**src/rtl/rf_pkg.sv**
```systemverilog
// Shared register-file definitions.
// Holds the clear-sequencer state encoding and the default data/address
// widths that decode and writeback also use.
package rf_pkg;

    typedef enum logic {
        RF_IDLE  = 1'b0,
        RF_CLEAR = 1'b1
    } rf_state_e;

    localparam int unsigned RF_DATA_W = 16;
    localparam int unsigned RF_ADDR_W = 3;

endpackage : rf_pkg

```
**src/rtl/rf_clear_seq.sv**
```systemverilog
// Bulk-clear sequencer for the register file.
// Steps through the bank one entry per cycle after a clear request and
// provides the write strobe and address used to zero each entry.
// Ports:
//   clk0     clock, rising edge
//   rstb0    asynchronous active-low reset
//   clr_req  start request, sampled in RF_IDLE only
//   busy     high while the sweep is running
//   clr_we   sweep write strobe (write zero to clr_addr)
//   clr_addr entry being cleared this cycle
module rf_clear_seq
    import rf_pkg::*;
#(
    parameter int unsigned ADDR_W   = RF_ADDR_W,
    parameter bit          ZERO_REG = 1'b1
) (
    input  logic              clk0,
    input  logic              rstb0,
    input  logic              clr_req,
    output logic              busy,
    output logic              clr_we,
    output logic [ADDR_W-1:0] clr_addr
);

    // Entry 0 is hardwired when ZERO_REG is set, so the sweep skips it.
    localparam logic [ADDR_W-1:0] START_ADDR = ZERO_REG ? ADDR_W'(1) : '0;

    rf_state_e         state_q, state_d;
    logic [ADDR_W-1:0] cnt_q, cnt_d;

    always_ff @(posedge clk0 or negedge rstb0) begin
        if (!rstb0) begin
            state_q <= RF_IDLE;
            cnt_q   <= '0;
        end else begin
            state_q <= state_d;
            cnt_q   <= cnt_d;
        end
    end

    always_comb begin
        state_d = state_q;
        cnt_d   = cnt_q;
        clr_we  = 1'b0;
        case (state_q)
            RF_IDLE: begin
                if (clr_req) begin
                    state_d = RF_CLEAR;
                    cnt_d   = START_ADDR;
                end
            end
            RF_CLEAR: begin
                clr_we = 1'b1;
                // Terminal count on the last entry; the counter never wraps.
                if (cnt_q == '1) begin
                    state_d = RF_IDLE;
                    cnt_d   = '0;
                end else begin
                    cnt_d = cnt_q + 1'b1;
                end
            end
            default: begin
                state_d = RF_IDLE;
                cnt_d   = '0;
            end
        endcase
    end

    assign busy     = (state_q == RF_CLEAR);
    assign clr_addr = cnt_q;

endmodule : rf_clear_seq

```
**src/rtl/register_file_mp.sv**
```systemverilog
// Multi-read-port register file.
// One write port, NUM_RD registered read ports, optional hardwired-zero
// entry 0, optional write-to-read bypass and a bulk-clear sequencer.
// Ports:
//   clk0      clock, rising edge
//   rstb0     asynchronous active-low reset
//   csb0      active-low chip select; high blocks reads and writes
//   werf      active-low write enable
//   tgt_addr  write address
//   tgt_data  write data
//   rd_addr   packed read addresses, port k at [k*ADDR_W +: ADDR_W]
//   rd_data   packed registered read data, port k at [k*DATA_W +: DATA_W]
//   clr_req   bulk-clear start pulse
//   busy      high while the bulk clear runs
module register_file_mp
    import rf_pkg::*;
#(
    parameter int unsigned DATA_W    = RF_DATA_W,
    parameter int unsigned ADDR_W    = RF_ADDR_W,
    parameter int unsigned NUM_RD    = 2,
    parameter bit          ZERO_REG  = 1'b1,
    parameter bit          WR_BYPASS = 1'b1
) (
    input  logic                     clk0,
    input  logic                     rstb0,
    input  logic                     csb0,
    input  logic                     werf,
    input  logic [ADDR_W-1:0]        tgt_addr,
    input  logic [DATA_W-1:0]        tgt_data,
    input  logic [NUM_RD*ADDR_W-1:0] rd_addr,
    output logic [NUM_RD*DATA_W-1:0] rd_data,
    input  logic                     clr_req,
    output logic                     busy
);

    localparam int unsigned DEPTH = 1 << ADDR_W;

    logic [DATA_W-1:0]        bank_q [DEPTH];
    logic [NUM_RD*DATA_W-1:0] rd_data_q, rd_data_d;
    logic                     seq_busy;
    logic                     clr_we;
    logic [ADDR_W-1:0]        clr_addr;
    logic                     ext_we;

    rf_clear_seq #(
        .ADDR_W   (ADDR_W),
        .ZERO_REG (ZERO_REG)
    ) u_clear_seq (
        .clk0     (clk0),
        .rstb0    (rstb0),
        .clr_req  (clr_req),
        .busy     (seq_busy),
        .clr_we   (clr_we),
        .clr_addr (clr_addr)
    );

    // Qualified external write. Writes to a hardwired entry 0 are dropped
    // here so neither the bank nor the bypass path ever sees them.
    assign ext_we = !csb0 && !werf && !seq_busy &&
                    !(ZERO_REG && (tgt_addr == '0));

    always_ff @(posedge clk0 or negedge rstb0) begin
        if (!rstb0) begin
            for (int unsigned i = 0; i < DEPTH; i++) begin
                bank_q[i] <= '0;
            end
        end else if (clr_we) begin
            bank_q[clr_addr] <= '0;
        end else if (ext_we) begin
            bank_q[tgt_addr] <= tgt_data;
        end
    end

    for (genvar k = 0; k < NUM_RD; k++) begin : g_rd
        logic [ADDR_W-1:0] ra;
        assign ra = rd_addr[k*ADDR_W +: ADDR_W];
        assign rd_data_d[k*DATA_W +: DATA_W] =
            (ZERO_REG && (ra == '0))                ? '0       :
            (WR_BYPASS && ext_we && (ra == tgt_addr)) ? tgt_data :
                                                      bank_q[ra];
    end

    // Deselected cycles hold the previous read data on every port.
    always_ff @(posedge clk0 or negedge rstb0) begin
        if (!rstb0) begin
            rd_data_q <= '0;
        end else if (!csb0) begin
            rd_data_q <= rd_data_d;
        end
    end

    assign rd_data = rd_data_q;
    assign busy    = seq_busy;

endmodule : register_file_mp

```
**config.mk**
```make
export PLATFORM = sky130hd
export DESIGN_NAME = register_file_mp
export DESIGN_NICKNAME = d
export VERILOG_FILES = /design/src/rtl/rf_pkg.sv /design/src/rtl/rf_clear_seq.sv /design/src/rtl/register_file_mp.sv
export SDC_FILE = /design/constraint.sdc
export NUM_CORES = 1
export LEC_CHECK = 0
export BUFFER_PORTS_ARGS = -buffer_cell sky130_fd_sc_hd__buf_2
export CORE_ASPECT_RATIO = 1.2
export CORE_MARGIN = 4
export CORE_UTILIZATION = 40
export CTS_CLUSTER_SIZE = 20
export DETAILED_ROUTE_END_ITERATION = 6
export SLEW_MARGIN = 10
export SYNTH_ARGS = -nofsm -noshare
export SYNTH_HDL_FRONTEND = slang
export SYNTH_SLANG_ARGS = --single-unit
```
**constraint.sdc**
```tcl
create_clock -name clk0 -period 2.3 [get_ports clk0]
set_input_delay 0.115 -clock clk0 [delete_from_list [all_inputs] [get_ports clk0]]
set_output_delay 0.115 -clock clk0 [all_outputs]
set_load 0.005 [all_outputs]
```
* Word-level counts from Yosys, hierarchy flattened
Index checks and enable logic that the tools add are counted.
Storage, ports and cells: logic and storage cells 68, register bits after elaboration 164, bits of input ports 30, output and inout bits 33
Cells by class: equal/unequal tests 4, bitwise operators 7, add/subtract/negate cells 1, muxes and demuxes 24, reductions and logical operators 15, order comparisons 6
Operators by type and width (count):
- 2-to-1 mux 128 bit | 2
- 2-to-1 mux 16 bit | 10
- bitwise AND 128 bit | 1
- bitwise mux 128 bit | 1
- inverter 128 bit | 1
- binary-select mux 16 bit (select 3 bit) | 2
- demux 16 bit (select 3 bit) | 2
- greater-or-equal comparator 4 bit, second input constant | 4
- inverter 3 -> 4 bit | 4
- zero test 3 bit | 3
- less-than comparator 4 x 1 -> 1 bit, second input constant | 2
- logical AND 1 bit | 7
- equality test 3 bit | 2
- 2-to-1 mux 3 bit | 2
- case mux 3 bit (2 select lines) | 1
- zero test 1 bit | 4
- adder 3 x 1 -> 3 bit, second input constant | 1
- equality test 3 bit, second input constant | 1
- 2-to-1 mux 1 bit | 3
- != test 2 bit, second input constant | 1
- case mux 1 bit (2 select lines) | 1
- nonzero test 2 bit | 1
- inverter 1 bit | 1

* Logic depth before layout (Yosys ltp)
Gate-level depths: netlist of run 1.
depth in word-level cells 8, gate-level depth with buffers 7, depth with buffers taken out 4

* Cells and area by module
Synthesis of run 1 repeated with hierarchy kept, for this count alone.
Second synthesis, totals: cell total of the unflattened synthesis 590, area, all modules 8244.2 µm²
By module, submodules not included:
- register_file_mp | instances 1, seq. area each 4003.8 µm², area each 8065.2 µm², cells each 576
- rf_clear_seq | instances 1, seq. area each 100.1 µm², area each 178.9 µm², cells each 14

* Worst setup path after synthesis of run 1
No wires, ideal clock.
kind reg-to-reg, start reg u_clear_seq.state_q (netlist: u_clear_seq.busy), end reg bank_q[51] in the netlist's numbering, stages on the path, launching flop included 7, path slack 405 ps, library setup time 121 ps, data required time 2179 ps, path buffers 2, data arrival time 1774 ps, period minus slack after synthesis 1895 ps, cell sequence dfrtp_1 or4b_1 buf_4 nor3_4 a21oi_2 buf_6 a22o_1
On the way: longest elaborated chain between the ends 4, elaborated cells between the ends (all ways) 6, those cells by class 2 x mux; 4 x reduce/logical
RTL lines:
- start, declared | RTL line rf_clear_seq.sv:28 | rf_state_e state_q, state_d;
- start signal, assigned | RTL line rf_clear_seq.sv:36 | state_q <= state_d;
- zero test 1 bit | RTL line register_file_mp.sv:59 | assign ext_we = !csb0 && !werf && !seq_busy &&
- logical AND 1 bit (2 in a row) | RTL line register_file_mp.sv:59
- nonzero test 2 bit (no source line)
- end signal, assigned by index | RTL line register_file_mp.sv:70 | bank_q[tgt_addr] <= tgt_data;
- end, declared | RTL line register_file_mp.sv:38 | logic [DATA_W-1:0] bank_q [DEPTH];
Several ways; a longest one is shown, not always the timed one. A chain may end at the register's enable or synchronous reset.

* Final worst setup path of run 1
start reg u_clear_seq.state_q (netlist: u_clear_seq.busy), end reg bank_q[76] in the netlist's numbering
The elaborated chain is that of the path after synthesis.

==> impl_metrics.toml, run 1 <==
[yosys]
ys_top_cells_by_count = "dfrtp_1 (164), a22o_1 (112), mux4_2 (64), nand2_1 (37), mux2i_1 (30)"
syn-instance-count = 594
netlist_top_cells_area = "dfrtp_1 (50%), mux4_2 (18%), a22o_1 (12%)"
ys_ff_latch = 164
synth_edf_count = 0
ys_seq_area_share_pct = 50.4
syn_area_um2 = 8140
ys_warn_count = 0
yosys.cell_types.count = 38
async_flop_share_pct = 100
yosysMostFrequentCell = "dfrtp_1"
postSynthAreaPerCell_um2 = 13.7
syn-num-nets = 626
synth_top_area_share_pct = 50.4
yosysTopAreaCell = "dfrtp_1"
ys.flop_type = "dfrtp_1"

[route]
drc = 0
drt-wirelength-per-cell_um = 25.2
vias_per_cell = 6.29
ant_nets = 0
dr.pass1.iters = 5
vias = 5796
drt-initial-drc-count = 492
drt_wl_total_um = 23200

[die]
core_um2 = 19800
die_area_um2 = 22700
fp-row-count = 56
io_pins = 63
start_util_pct = 41.2
die_w_um = 138
die_height_um = 164

[placed_design]
numPortBuffers = 62
placed_cells = 888
gp_congestion = 0.836
dpl.hpwl_um = 14900

[global_routing]
antenna_found_initial = 1
grt_max_degree = 76
gr-total-overflow = 0
track_usage_pct = 21.0
grt_pass1_wl_um = 36600
grt_pass1_vias = 6196

[min_path]
hold_class = "input pin to flip-flop"
hold_depth = 2

[cts]
cts-htree-levels = 4
clockBufferDepth = 2
path_clk_slew_ns = 0.07
clock-root-buffer = "clkbuf_16"
cts_tree = "done"
clk_latency_ns = 0.43
cts_sinks = 164
cts_made_buffers = 17
post_cts_buffers = 0

[timing]
max_freq_mhz = 446
relSlewSlack_pct = 12.2
fin_skew_ns = 0.00497
fin_crit_ns = 2.24
tightest_slew_ns = 1.31
fin_hold_ws_ns = 0.0368
finalCritPeriodShare_pct = 97.4
setup_tns_ns = 0
finalHoldViolations = 0
rsz0062_at_grt = "no"
drv_slew = 0
setup_viol = 0

[run_status]
status = "finished, final reports clean"

[power_and_ir_drop]
vdd_drop_max_mv = 0.614
p_per_area_nw_per_um2 = 988
p_leak_nw = 4.37

[critical_path]
critPathLaunchType = "flip-flop"
required_ns = 2.67
crit_type = "flip-flop to flip-flop"
crit_arrival_ns = 2.61
reg2reg_depth = 5
crit_path_end_kind = "flip-flop"
critPathSlowestCell = "a31oi_1"
path_depth = 5
cp_max_fo = 9
critPathBufInv = 1
critPathTopFamily = "compound AO/OA/AOI/OAI gates"
critical_path.max_stage_delay_ns = 0.94
path_cells = "or4_1 > nor2_4 > a31oi_1 > buf_4 > a22o_1"

[finish]
antenna_cells = 0
num-nets-final = 680
fillers = 1782
area_delta_synth_final_pct = 16.7
finalNonFillerCells = 922
utilization_pct = 48.1
drive_above_1_share_pct = 31.3

[run]
maxCapViolations = 0
worst reg2reg max path: cells and delay by family (launching register included):
| family | cells | cell delay, ns |
|---|---|---|
| compound gates | 2 | 1.10 |
| buf+inv | 1 | 0.38 |
| flops | 1 | 0.36 |
| simple gates | 2 | 0.35 |
cells by family after synthesis:
group           share of synthesized area [%]
mux                                      21.7
simple gates                             5.53
fa+ha+maj                               0.307
xor+xnor                                0.646
flops                                    50.4
compound gates                           17.1
buf+inv                                  4.29
stage by stage:
step	power [mW]	area (um2)	setup slack (ns)
after global routing	9.81	9500	0.0319
after floorplan	5.37	8140	0.405
after global placement	6.13	8820	0.125
after detailed placement	6.24	8820	0.104
after CTS	9.42	9490	0.0763
final	9.38	9500	0.0595
where the power goes:
part	internal (mW)	switching (mW)	leakage [nW]
registers	3.49	0.497	2.26
logic	1.12	1.11	1.81
clock network	1.94	1.23	0.303
sequential cells by signal, indices dropped and copies added (netlist names):
signal / count
bank_q: 128
u_clear_seq.clr_addr: 3
u_clear_seq.busy: 1
rd_data: 32
final timing paths:
kind / endpoint / from / slack, ns
max in group asynchronous: bank_q[28]$_DFFE_PN0P_ / rstb0 / 1.26
min in group asynchronous: rd_data[12]$_DFFE_PN0N_ / rstb0 / 0.22
min reg2reg: rd_data[15]$_DFFE_PN0N_ / rd_data[15]$_DFFE_PN0N_ / 0.48
max reg2reg: bank_q[76]$_DFFE_PN0P_ / u_clear_seq.busy$_DFF_PN0_ / 0.06
min: bank_q[48]$_DFFE_PN0P_ / tgt_data[0] / 0.04
max: bank_q[76]$_DFFE_PN0P_ / u_clear_seq.busy$_DFF_PN0_ / 0.06
routing by layer:
metal | track usage, % | vias up | share of wire (%)
met3 | 4.48 | 56 | 5.8
met4 | 7.91 | 2 | 3.1
met5 | 0 | - | 0.030
met1 | 27.4 | 3069 | 41
li1 | - | 2435 | -
met2 | 34.9 | 234 | 50
cell usage in the layout, fill, tap and decap left out, drive strengths merged, types with 2 or more instances in the layout:
cell           n
a21oi          4
a22o         112
a31oi          4
and3           2
buf           97
bufinv         5
clkbuf        17
clkinv         2
clkinvlp       5
dfrtp        164
dlygate4sd3    2
ha             2
inv           19
mux2           2
mux2i         30
mux4          64
nand2         37
nand2b         4
nand3          4
nor2          11
nor2b         18
nor3           4
o211ai         2
o21ai          6
o221ai        28
o31ai          3
xnor2          6
final cells by class:
type	count	area, um2	area share (%)
flip-flops and latches	164	4100	43.2
multi-input cells	350	3690	38.9
repair buffers	99	662	6.97
clock buffers	17	425	4.48
well taps	261	327	3.44
clock inverters	15	228	2.40
inverters	16	60.1	0.632
what timing repair did:
action | in CTS | in global routing
hold endpoints to repair | 61 | 0
hold buffers | 2 | 0
resized for setup | 0 | 0
No activity file was read; power rests on OpenSTA's default activity.
==> run 2: changes to the inputs <==
--- a/config.mk
+++ b/config.mk
@@ -5,6 +5,7 @@
 export SDC_FILE = /design/constraint.sdc
 export NUM_CORES = 1
 export LEC_CHECK = 0
+export ABC_AREA = 1
 export BUFFER_PORTS_ARGS = -buffer_cell sky130_fd_sc_hd__buf_2
 export CORE_ASPECT_RATIO = 1.2
 export CORE_MARGIN = 4
==> run 2 against run 1 <==
  * Hold slack gained 0.035 ns
  * Cell count rose by 80%
  * Global-route usage grew 4.1 points
  * Combinational power about the same
  * First-iteration DRC count is 79% higher
  * Count of clock-buffer cells in the layout grew 4
  * Setup slack improved by 0.57 ns
  * Maximum frequency rose by 35%
  * Sequential share of layout area fell by 4.4 points
  * Power down 7.0%
  * Critical path type unchanged
==> impl_metrics.toml, run 2 <==
[run_status]
status = "finished, final reports clean"

[timing]
drv_slew = 0
fin_crit_ns = 1.67
tightest_slew_ns = 0.768
fin_skew_ns = 0.0115
finalHoldViolations = 0
finalCritPeriodShare_pct = 72.4
rsz0062_at_grt = "no"
setup_tns_ns = 0
setup_viol = 0
max_freq_mhz = 600
relSlewSlack_pct = 48.7

[global_routing]
grt_max_degree = 67
track_usage_pct = 25.1
grt_pass1_vias = 8614
antenna_found_initial = 0
grt_pass1_wl_um = 50900
gr-total-overflow = 0

[route]
vias = 9024
drc = 0
vias_per_cell = 5.44
drt_wl_total_um = 32000
ant_nets = 0
drt-wirelength-per-cell_um = 19.3
drt-initial-drc-count = 879
dr.pass1.iters = 5

[die]
die_area_um2 = 26200
die_w_um = 148
start_util_pct = 40.7
fp-row-count = 61
die_height_um = 176
io_pins = 63
core_um2 = 23200

[placed_design]
gp_congestion = 0.901
dpl.hpwl_um = 20800
numPortBuffers = 62

[power_and_ir_drop]
clkPwrFrac_pct = 33.0
vdd_drop_max_mv = 0.480
p_sw_share_pct = 34.7
p_leak_nw = 5.04
p_per_area_nw_per_um2 = 826
p_switching_mw = 3.03
sequentialPowerShare_pct = 41.7
p_int_mw = 5.70
pwr-share-comb_pct = 25.3

[cts]
cts-htree-levels = 4
clock-root-buffer = "clkbuf_16"
cts_tree = "done"
path_clk_slew_ns = 0.07
clockBufferDepth = 2
post_cts_resize_count = 0
cts_sinks = 164
clk_latency_ns = 0.44
cts_made_buffers = 17

[finish]
largest_reg_flops = 128
top_register = "bank_q"
antenna_cells = 0
multiInputGateArea_um2 = 4520
utilization_pct = 45.5
final-seq-area_um2 = 4100
most-common-layout-cells = "nand2_1 (541), nand3_1 (243), dfrtp_1 (164), o21ai_0 (76), inv_1 (74)"
drive_above_1_share_pct = 12.1
fillers = 2452
area_delta_synth_final_pct = 11.8
num-nets-final = 1365
final_common_cell = "nand2_1"

[min_path]
hold-path-endpoint = "rd_data[14]$_DFFE_PN0N_"
hold_depth = 5
holdCritStartpoint = "tgt_data[14]"
hold_class = "input pin to flip-flop"

[critical_path]
r2r_start = "u_clear_seq.clr_addr[2]$_DFFE_PN0P_"
crit_type = "flip-flop to flip-flop"
ff2ff_setup_slack_ns = 0.63
required_ns = 2.59
worstReg2RegEnd = "bank_q[58]$_DFFE_PN0P_"
crit_arrival_ns = 1.96
crit_path_end_kind = "flip-flop"
critPathLaunchType = "flip-flop"
cp_max_fo = 16
reg2reg_depth = 5

[yosys]
async_flop_share_pct = 100
ys_warn_count = 0
synth_edf_count = 0
ys_top_cells_by_count = "nand2_1 (541), nand3_1 (243), dfrtp_1 (164), o21ai_0 (76), inv_1 (75)"
ys_seq_area_share_pct = 43.4
syn-num-nets = 1340
yosysTopAreaCell = "dfrtp_1"
ys.flop_type = "dfrtp_1"
yosysMostFrequentCell = "nand2_1"
syn-instance-count = 1308
synth_top_area_share_pct = 43.4
ys_ff_latch = 164
syn_area_um2 = 9450
postSynthAreaPerCell_um2 = 7.22
netlist_top_cells_area = "dfrtp_1 (43%), nand2_1 (21%), nand3_1 (13%)"
yosys.cell_types.count = 33

[run]
maxCapViolations = 0
## run 2: changes by cell type after synthesis, moves of 17 or more
cell / before / now
buf_2: 24 / 43
o21ai_0: 4 / 76
nand3_1: 4 / 243
mux2i_1: 30 / 0
a22o_1: 112 / 0
o221ai_1: 28 / 0
o22ai_1: 1 / 33
mux4_2: 64 / 0
nand2_1: 37 / 541
inv_1: 16 / 75
nor2_1: 5 / 22
nor2b_1: 18 / 0
## run 2: logic make-up (layout without fill, tap and decap cells)
| family | count (synthesis) | in the layout | synth area share [%] |
|---|---|---|---|
| simple gates | 845 | 845 | 40.0 |
| compound gates | 120 | 120 | 7.15 |
| flops | 164 | 164 | 43.4 |
| xor+xnor | 2 | 2 | 0.464 |
| buf+inv | 175 | 210 | 8.67 |
| fa+ha+maj | 2 | 2 | 0.265 |
## run 2: repair_timing
| action | CTS | global route |
|---|---|---|
| endpoints found under the hold margin | 52 | 0 |
| buffers inserted | 0 | 0 |
| hold buffers | 2 | 0 |
| endpoints found under the setup margin | 0 | 0 |
## run 2: area by class of cell
type,count,share of cell area [%]
tap,315,3.73
timing repair buffer,94,5.79
clock buffer,21,4.55
multi-input combinational,969,42.8
inverter,87,3.30
sequential,164,38.8
clock inverter,8,0.971
## run 2: worst max-delay path by stage
stage                                              from  depth (start not counted)                       to  slack [ns]
finish              u_clear_seq.clr_addr[2]$_DFFE_PN0P_                          5   bank_q[58]$_DFFE_PN0P_        0.63
global placement                            tgt_addr[2]                         10  rd_data[14]$_DFFE_PN0N_        0.67
global route        u_clear_seq.clr_addr[2]$_DFFE_PN0P_                          5   bank_q[50]$_DFFE_PN0P_        0.51
detailed placement                          tgt_addr[2]                         10  rd_data[14]$_DFFE_PN0N_        0.66
CTS                 u_clear_seq.clr_addr[2]$_DFFE_PN0P_                          5   bank_q[58]$_DFFE_PN0P_        0.67
floorplan                    u_clear_seq.busy$_DFF_PN0_                          9   rd_data[7]$_DFFE_PN0N_        0.91
## run 2: per-layer routing
layer	GRT usage [%]	wire, um
met4	11.9	1530
met5	0	0
met2	40.4	15200
met3	3.41	1580
met1	33.7	13700
## run 2: metrics by stage
| stage | setup WS [ns] | hold WS, ns | total power [mW] | instances | cell area [um2] |
|---|---|---|---|---|---|
| 2_1_floorplan | 0.913 | -0.181 | 5.03 | 1308 | 9450 |
| 3_3_place_gp | 0.675 | 0.118 | 5.84 | 1627 | 9960 |
| 6_report | 0.634 | 0.0716 | 8.73 | 1658 | 10600 |
| 5_1_grt | 0.513 | 0.0736 | 9.18 | 1658 | 10600 |
| 4_1_cts | 0.665 | 0.0533 | 8.76 | 1658 | 10600 |
| 3_5_place_dp | 0.660 | 0.116 | 5.88 | 1627 | 9960 |
## run 2: critical path, stage by stage (launching register included)
cell	delay (ns)
dfrtp_1	0.45
inv_1	0.10
nor2_1	0.13
nand2_1	0.47
nand3_1	0.24
o21ai_0	0.12
## run 2: power by group through the flow
stage               sequential (mW)  combinational, mW  clock, mW
floorplan                      3.61               1.43          0
global placement               3.68               2.17          0
detailed placement             3.69               2.19          0
CTS                            3.64               2.20       2.92
global route                   3.69               2.45       3.04
finish                         3.64               2.20       2.88
==> run 3: changes to the inputs <==
==> constraint.sdc (replaced) <==
create_clock -name clk0 -period 1.65 [get_ports clk0]
set_input_delay 0.0825 -clock clk0 [delete_from_list [all_inputs] [get_ports clk0]]
set_output_delay 0.0825 -clock clk0 [all_outputs]
set_load 0.005 [all_outputs]
==> run 3 against run 2 <==
  * Sequential share of layout area shrank 1.4 points
  * Largest cell class unchanged
  * Clock power is 53% higher
  * Clock skew rose by 0.00077 ns
  * Routed wire length is 1.3% higher
  * Maximum frequency grew 13%
  * Via count up 1.1%
  * Hold slack improved by 0.036 ns
  * Cell count is 1.6% higher
  * Combinational power increased by 49%
==> impl_metrics.toml, run 3 (same netlist as run 2, synthesis figures left out) <==
[run_status]
status = "finished, final reports clean"

[timing]
drv_slew = 0
fin_skew_ns = 0.0123
finalCritPeriodShare_pct = 89.6
fin_crit_ns = 1.48
rsz0062_at_grt = "no"
setup_viol = 0
tightest_slew_ns = 0.511
finalHoldViolations = 0
setup_tns_ns = 0
max_freq_mhz = 677
relSlewSlack_pct = 65.9

[global_routing]
track_usage_pct = 25.6
use_met3_pct = 4.18
grt_pass1_wl_um = 51900
antenna_found_initial = 0
grt_use_met1_pct = 33.4
grt_util_met2_pct = 41.5
gr-total-overflow = 0
busiest_layer = "met2"
grt_max_degree = 53
grt_pass1_vias = 9120

[critical_path]
required_ns = 2.00
crit_path_end_kind = "flip-flop"
cp_max_fo = 16
crit_arrival_ns = 1.83
crit_type = "flip-flop to flip-flop"
critPathLaunchType = "flip-flop"

[route]
vias = 9126
drt-initial-drc-count = 840
ant_nets = 0
drc = 0
drt-wirelength-per-cell_um = 19.3
drt_wl_total_um = 32400
dr.pass1.iters = 6
vias_per_cell = 5.42

[die]
io_pins = 63
start_util_pct = 40.7
die_area_um2 = 26200
die_height_um = 176
die_w_um = 148
fp-row-count = 61
core_um2 = 23200

[placed_design]
dpl.hpwl_um = 21600
gp_congestion = 0.924
place_area_um2 = 10300
numPortBuffers = 62

[power_and_ir_drop]
p_per_area_nw_per_um2 = 1170
p_leak_nw = 5.24
vdd_drop_max_mv = 0.695

[finish]
final_common_cell = "nand2_1"
top_register = "bank_q"
num-nets-final = 1388
area_delta_synth_final_pct = 15.9
fin_area_um2 = 11000
most-common-layout-cells = "nand2_1 (541), nand3_1 (243), dfrtp_1 (164), o21ai_0 (76), inv_1 (74)"
antenna_cells = 0
fillers = 2365
drive_above_1_share_pct = 13.6
largest_reg_flops = 128

[cts]
cts_tree = "done"
cts-htree-levels = 4
cts_sinks = 164
clockBufferDepth = 2
clk_latency_ns = 0.44
path_clk_slew_ns = 0.07
post_cts_buffers = 0
cts_made_buffers = 17
clock-root-buffer = "clkbuf_16"

[run]
maxCapViolations = 0

[min_path]
hold_class = "input pin to flip-flop"
run 3: changes by cell type in the layout (fill, tap and decap cells not counted):
cell           change
clkbuf_1           +2
buf_12            +12
dlygate4sd3_1      +1
clkbuf_8           -1
buf_4             +10
clkinv_2           -1
inv_8              +1
clkinvlp_4         -2
bufinv_16          +2
clkinv_4           +2
run 3: stage by stage:
stage / setup slack [ns] / power (mW) / cells / utilization [%] / hold WS (ns)
after global placement: 0.216 / 8.33 / 1649 / 44.3 / 0.0606
final: 0.172 / 12.8 / 1684 / 47.2 / 0.107
after global routing: 0.0769 / 13.4 / 1684 / 47.2 / 0.131
after CTS: 0.187 / 12.8 / 1684 / 47.2 / 0.104
after detailed placement: 0.209 / 8.39 / 1649 / 44.3 / 0.0632
after floorplan: 0.263 / 7.01 / 1308 / - / -0.213
run 3: cell type report:
type	count	area, um2	area share [%]
Multi-Input combinational cell	969	4520	41.3
Sequential cell	164	4100	37.5
Timing Repair Buffer	117	937	8.56
Clock buffer	22	474	4.33
Tap cell	315	394	3.60
Inverter	87	349	3.19
Clock inverter	10	171	1.56
run 3: what timing repair did:
item	CTS	global route
gates resized for setup	0	0
hold buffers	3	0
endpoints found under the hold margin	104	0
setup endpoints to repair	0	0
run 3: per-layer routing:
metal,up-vias,routed length [um]
li1,4334,-
met1,4349,13400
met2,366,15400
met3,77,2050
met4,0,1520
met5,-,0
run 3: critical path, cell delays in order (launching register included):
cell     delay, ns
dfrtp_1       0.39
buf_4         0.16
nand2_1       0.12
inv_1         0.10
nand2_1       0.11
buf_4         0.30
nand3_1       0.11
o21ai_0       0.09
run 3: power breakdown:
part	leakage, nW	switching [mW]	internal (mW)
registers	2.23	0.486	4.59
logic	2.69	2.16	1.13
clock network	0.316	1.73	2.67
run 3: worst paths after layout:
| check | startpoint | end | slack [ns] | cells after the start |
|---|---|---|---|---|
| setup / recovery | u_clear_seq.busy$_DFF_PN0_ | bank_q[75]$_DFFE_PN0P_ | 0.17 | 7 |
| hold / removal | tgt_data[7] | bank_q[71]$_DFFE_PN0P_ | 0.11 | 3 |
| setup reg to reg | u_clear_seq.busy$_DFF_PN0_ | bank_q[75]$_DFFE_PN0P_ | 0.17 | 7 |
| hold reg to reg | rd_data[11]$_DFFE_PN0N_ | rd_data[11]$_DFFE_PN0N_ | 0.47 | 2 |
| max in group asynchronous | rstb0 | bank_q[37]$_DFFE_PN0P_ | 0.78 | 3 |
| min in group asynchronous | rstb0 | u_clear_seq.clr_addr[1]$_DFFE_PN0P_ | 0.16 | 2 |
